<file path="config.mk">
export PLATFORM = sky130hd
export DESIGN_NAME = sevenseg_scan_driver
export DESIGN_NICKNAME = d
export VERILOG_FILES = /design/src/rtl/sevenseg_scan_driver.sv
export SDC_FILE = /design/constraint.sdc
export NUM_CORES = 1
export LEC_CHECK = 0
export CORE_MARGIN = 2
export CORE_UTILIZATION = 35
export CTS_CLUSTER_SIZE = 14
export DETAILED_ROUTE_END_ITERATION = 16
export PLACE_DENSITY_LB_ADDON = 0.05
export SLEW_MARGIN = 25
export SYNTH_ARGS = -nofsm -noshare
export SYNTH_HDL_FRONTEND = slang
export SYNTH_SLANG_ARGS = --single-unit
</file>
<file path="constraint.sdc">
create_clock -name clk -period 2.79 [get_ports clk]
set_input_delay 0.279 -clock clk [delete_from_list [all_inputs] [get_ports clk]]
set_output_delay 0.279 -clock clk [all_outputs]
set_load 0.005 [all_outputs]
</file>
<file path="src/rtl/sevenseg_scan_driver.sv">
// Time-multiplexed common-anode seven-segment driver; new values are committed only at frame wrap.
// Define SSEG_DP_EN to add the per-digit decimal point (dp_in / dp ports).
module sevenseg_scan_driver #(
    parameter int NUM_DIGITS = 4,
    parameter int DWELL      = 50000
) (
    input  logic                    clk,
    input  logic                    reset,
    input  logic [4*NUM_DIGITS-1:0] value,
    input  logic                    load,
    input  logic                    blank_lz,
    output logic [NUM_DIGITS-1:0]   an,
    output logic [6:0]              seg,
    output logic [2:0]              digit_idx,
    output logic                    frame_done
`ifdef SSEG_DP_EN
    ,
    input  logic [NUM_DIGITS-1:0]   dp_in,
    output logic                    dp
`endif
);

    localparam int CW = (DWELL > 2) ? $clog2(DWELL) : 1;

    logic [CW-1:0]           r_cnt;
    logic [2:0]              r_idx;
    logic [4*NUM_DIGITS-1:0] r_pending;
    logic [4*NUM_DIGITS-1:0] r_display;
    logic                    r_wrap;

    logic [NUM_DIGITS-1:0]   r_an;
    logic [6:0]              r_seg;
    logic [2:0]              r_digit_idx;
    logic                    r_frame_done;

    logic                    w_slot_end;
    logic                    w_wrap;
    logic [2:0]              w_idx_next;
    logic [31:0]             w_disp_pad;
    logic [3:0]              w_nib [0:7];
    logic [7:0]              w_hi_zero;
    logic [3:0]              w_cur_nib;
    logic                    w_blank;
    logic [NUM_DIGITS-1:0]   w_an_dec;

    function automatic logic [6:0] hex_to_seg(input logic [3:0] nib);
        logic [6:0] pat;
        case (nib)
            4'h0: pat = 7'h3F;
            4'h1: pat = 7'h06;
            4'h2: pat = 7'h5B;
            4'h3: pat = 7'h4F;
            4'h4: pat = 7'h66;
            4'h5: pat = 7'h6D;
            4'h6: pat = 7'h7D;
            4'h7: pat = 7'h07;
            4'h8: pat = 7'h7F;
            4'h9: pat = 7'h6F;
            4'hA: pat = 7'h77;
            4'hB: pat = 7'h7C;
            4'hC: pat = 7'h39;
            4'hD: pat = 7'h5E;
            4'hE: pat = 7'h79;
            default: pat = 7'h71;
        endcase
        return pat;
    endfunction

    assign w_slot_end = (r_cnt == CW'(DWELL - 1));
    assign w_idx_next = (r_idx == 3'(NUM_DIGITS - 1)) ? 3'd0 : r_idx + 3'd1;
    assign w_wrap     = w_slot_end && (r_idx == 3'(NUM_DIGITS - 1));

    // Pad the display out to 8 digits so every per-digit lookup has a fixed width.
    genvar gi;
    generate
        for (gi = 0; gi < 8; gi++) begin : g_digit
            if (gi < NUM_DIGITS) begin : g_live
                assign w_disp_pad[4*gi +: 4] = r_display[4*gi +: 4];
                assign w_an_dec[gi]          = (r_idx != 3'(gi));
            end else begin : g_pad
                assign w_disp_pad[4*gi +: 4] = 4'h0;
            end
            assign w_nib[gi]     = w_disp_pad[4*gi +: 4];
            assign w_hi_zero[gi] = (w_disp_pad[31:4*gi] == '0);
        end
    endgenerate

`ifdef SSEG_DP_EN
    logic [7:0] w_dp_pad;
    generate
        for (gi = 0; gi < 8; gi++) begin : g_dp
            if (gi < NUM_DIGITS) begin : g_live
                assign w_dp_pad[gi] = dp_in[gi];
            end else begin : g_pad
                assign w_dp_pad[gi] = 1'b0;
            end
        end
    endgenerate
`endif

    assign w_cur_nib = w_nib[r_idx];
    // Digit 0 always shows, so a zero value still displays a single 0.
    assign w_blank   = blank_lz && (r_idx != 3'd0) && w_hi_zero[r_idx];

    // Outputs are a one-cycle registered view of the scan position, so each slot spans DWELL cycles.
    always_ff @(posedge clk) begin
        if (reset) begin
            r_cnt        <= '0;
            r_idx        <= 3'd0;
            r_pending    <= '0;
            r_display    <= '0;
            r_wrap       <= 1'b0;
            r_an         <= '1;
            r_seg        <= 7'h7F;
            r_digit_idx  <= 3'd0;
            r_frame_done <= 1'b0;
        end else begin
            r_cnt  <= w_slot_end ? '0 : r_cnt + CW'(1);
            r_wrap <= w_wrap;
            if (w_slot_end) begin
                r_idx <= w_idx_next;
            end
            if (load) begin
                r_pending <= value;
            end
            if (w_wrap) begin
                r_display <= load ? value : r_pending;
            end
            r_an         <= w_blank ? '1 : w_an_dec;
            r_seg        <= w_blank ? 7'h7F : ~hex_to_seg(w_cur_nib);
            r_digit_idx  <= r_idx;
            r_frame_done <= r_wrap;
        end
    end

`ifdef SSEG_DP_EN
    logic r_dp;
    always_ff @(posedge clk) begin
        if (reset) begin
            r_dp <= 1'b1;
        end else begin
            r_dp <= w_blank ? 1'b1 : ~w_dp_pad[r_idx];
        end
    end
    assign dp = r_dp;
`endif

    assign an         = r_an;
    assign seg        = r_seg;
    assign digit_idx  = r_digit_idx;
    assign frame_done = r_frame_done;

endmodule

</file>
==> summary.txt <==
Clocking
  • PostCTS Resize Cnt: 0
  • Total of hold buffers inserted after clock tree synthesis: 0
  • Clock Latency Late Sink: 0.33 ns
  • H-tree Lvls: 3
  • Root Buffer: clkbuf_8
  • Clock tree from TritonCTS: done
  • CTS Buf Count: 9
  • Setup Buffers After CTS: 0
  • Clock input transition at the sequential cells of the worst setup and hold paths: 0.07 ns
  • Clk sink count: 67
  • Maximum clock insertion buffer count: 2

Global route
  • Residual overflow from global routing: 0
  • Routing layer with the top usage in global route: met2
  • Met1 usage: 0.196
  • Global-route wire length before repair: 9810 um
  • Overall global routing resource usage: 0.143
  • Antenna violations before repair: 0
  • Number of global-route vias before repair: 1,977
  • Maximum number of pins on one net before global-route repair: 37
  • Met2 Use GR: 0.214
  • Global Route met3 Usage: 0.0417

Timing
  • Final setup fails: 0
  • Max-slew violation total from the final report: 0
  • Final sum of negative setup slack: 0 ns
  • Worst setup slack after layout: 0.478 ns
  • RSZ-0062 raised after global routing: no
  • Final critical delay including setup and external delays: 2.31 ns
  • Headroom to the max-slew limit: 0.487
  • Final clock period utilization by the worst path: 0.829
  • Max Clock Freq: 432 MHz
  • Final setup skew: 0.00756 ns
  • Hold Worst Slack: 0.441 ns
  • Transition time at the pin with the least slew margin: 0.769 ns
  • Final hold vios: 0

Final layout
  • Synthesis-to-layout area growth: 21.2%
  • Highest-count cells in the layout ignoring fill and taps: dfxtp_1 (67), nor2_1 (39), clkdlybuf4s50_1 (34), a21oi_1 (19), mux2i_1 (18)
  • Most common cell after layout, fill and taps aside: dfxtp_1
  • Antenna diodes: 0
  • Number of nets in the final layout: 353
  • Ratio of cells with drive above 1 in the final layout: 0.0675
  • Non-filler instance count after layout: 428

Worst setup path
  • Reg2reg setup slack: 0.48 ns
  • CP peak stage delay: 0.59 ns
  • Top fanout value on the critical path: 10
  • Data arrival time of the critical path: 2.55 ns
  • Slowest library cell on the worst path: dfxtp_1
  • Startpoint Class: flop
  • Ordered list of cells on the worst path: mux4_2 -> nand2_1 -> inv_1 -> ha_1 -> or4b_1 -> o311ai_1
  • Critical path endpoint category: flop
  • Required time at the endpoint of the critical path: 3.03 ns
  • Critical setup path kind: flop to flop

Floorplan
  • Die extent in x: 93.8 um
  • Initial Utilization: 0.363
  • Row cnt: 32
  • Chip Height: 93.8 um
  • Ports: 35
  • Die Outline Area: 8800 um2
  • Core region area: 7770 um2

Placed design
  • Placer congestion estimate: 0.757
  • Cell count after placement: 413
  • Placed wire-length estimate: 3980 um
  • Total of buffers placed on input and output ports: 34
  • Pre-CTS setup slack: 0.457 ns

Routing
  • Total wirelength of the detailed-routed design: 5740 um
  • Vias per inst: 4.83
  • Number of search-and-repair iterations in the first detailed-routing pass: 4
  • DRC violation count after routing: 0
  • Violation count after the first detailed-route iteration: 71
  • Antenna-violating nets left: 0
  • Average wire per cell in the routed design: 13.4 um
  • Number of vias after detailed routing: 2,067

Logic synthesis
  • Synth async-reset ratio: 0
  • Share of the yosys chip area belonging to registers: 0.475
  • Number of enable-type register cells in the synthesized netlist: 0
  • Combined area of all synthesized cells: 2820 um2
  • Number of nets in the synthesized netlist: 323
  • Register bit total from synthesis: 67
  • Count of mapped cells out of synthesis: 292
  • Synthesis Warnings: 0
  • Syn Area/Cell: 9.66 um2
  • Library cells used by synthesis: 40
  • Primary FF master, synth: dfxtp_1

Hold path
  • Worst hold path class: flop to flop

Pwr
  • Leak pwr: 1.23 nW
  • Power per Cell Area: 553 nW/um2
  • Peak supply drop: 0.226 mV

Run status
  • Outcome: finished, final reports clean

Run
  • Number of max-cap violations: 0
-- Yosys cell counts (2+ instances only) --
library cell | instances | area share
a211oi_1 | 16 | 0.043
a21oi_1 | 19 | 0.034
and3_1 | 3 | 0.0067
buf_2 | 6 | 0.011
buf_4 | 2 | 0.0053
clkbuf_1 | 10 | 0.013
dfxtp_1 | 67 | 0.48
ha_1 | 11 | 0.049
inv_1 | 11 | 0.015
mux2i_1 | 18 | 0.064
mux4_2 | 4 | 0.032
nand2_1 | 10 | 0.013
nand3_1 | 12 | 0.021
nand3b_1 | 2 | 0.0053
nand4_1 | 6 | 0.013
nor2_1 | 39 | 0.052
nor2b_1 | 3 | 0.0067
nor3_1 | 6 | 0.011
nor4_1 | 9 | 0.020
o211ai_1 | 2 | 0.0053
o221ai_1 | 2 | 0.0062
o22ai_1 | 2 | 0.0044
xnor2_1 | 14 | 0.043
xor2_1 | 2 | 0.0062
-- logic make-up after synthesis --
kind of cell / share of synthesized area
AOI/OAI and AO/OA: 0.110
and+or+nand+nor: 0.172
DFF: 0.475
adders and majority gates: 0.0488
muxes: 0.0958
buffers and inverters: 0.0479
xor gates and xnor gates: 0.0497
-- area by class of cell --
cell class                 instances  area, um2
clock buffer                      13        159
timing repair buffer              38        370
inverter                          11       41.3
multi-input combinational        195       1350
sequential                        67       1340
fill                             787       4350
clock inverter                     2       35.0
tap                              102        128
-- registers in the layout (all words and copies together), names as in the netlist --
name and count:
frame_done 1, r_display 16, an 4, r_pending 16, r_wrap 1, seg 7, digit_idx 3, r_idx 3
r_cnt 16
-- metrics by stage --
step / utilization / instance area [um2] / total power, W
floorplan: - / 2820 / 0.00106
global placement: 0.415 / 3230 / 0.00111
detailed placement: 0.415 / 3230 / 0.00111
CTS: 0.440 / 3420 / 0.00191
global route: 0.440 / 3420 / 0.00196
finish: 0.440 / 3420 / 0.00189
-- path summary, 6_finish.rpt --
check                              start  depth (start not counted)         end
worst max-delay path            r_idx[0]                          6      seg[4]
worst min-delay path              r_wrap                          1  frame_done
worst max register to register  r_idx[0]                          6      seg[4]
worst min register to register    r_wrap                          1  frame_done
-- per-layer routing --
metal	routed length, um	vias to the layer above	share of wire
li1	-	1092	-
met1	2960	928	0.52
met2	2510	42	0.44
met3	220	5	0.038
met4	49	0	0.0085
met5	0	-	0
-- power breakdown --
| part | switching (W) | internal, W | total (W) |
|---|---|---|---|
| Clock | 0.000349 | 0.000457 | 0.000806 |
| Combinational | 0.0000442 | 0.0000535 | 0.0000977 |
| Sequential | 0.00000761 | 0.000979 | 0.000986 |
| Total | 0.000401 | 0.00149 | 0.00189 |
-- worst max-delay path: cells and delay by family (launching register included) --
kind / cells / cell delay [ns]
compound gates: 1 / 0.10
fa+ha+maj: 1 / 0.18
buf+inv: 1 / 0.10
flops: 1 / 0.59
mux: 1 / 0.59
simple gates: 2 / 0.66
Note: power is estimated with default switching activity, not from simulation.
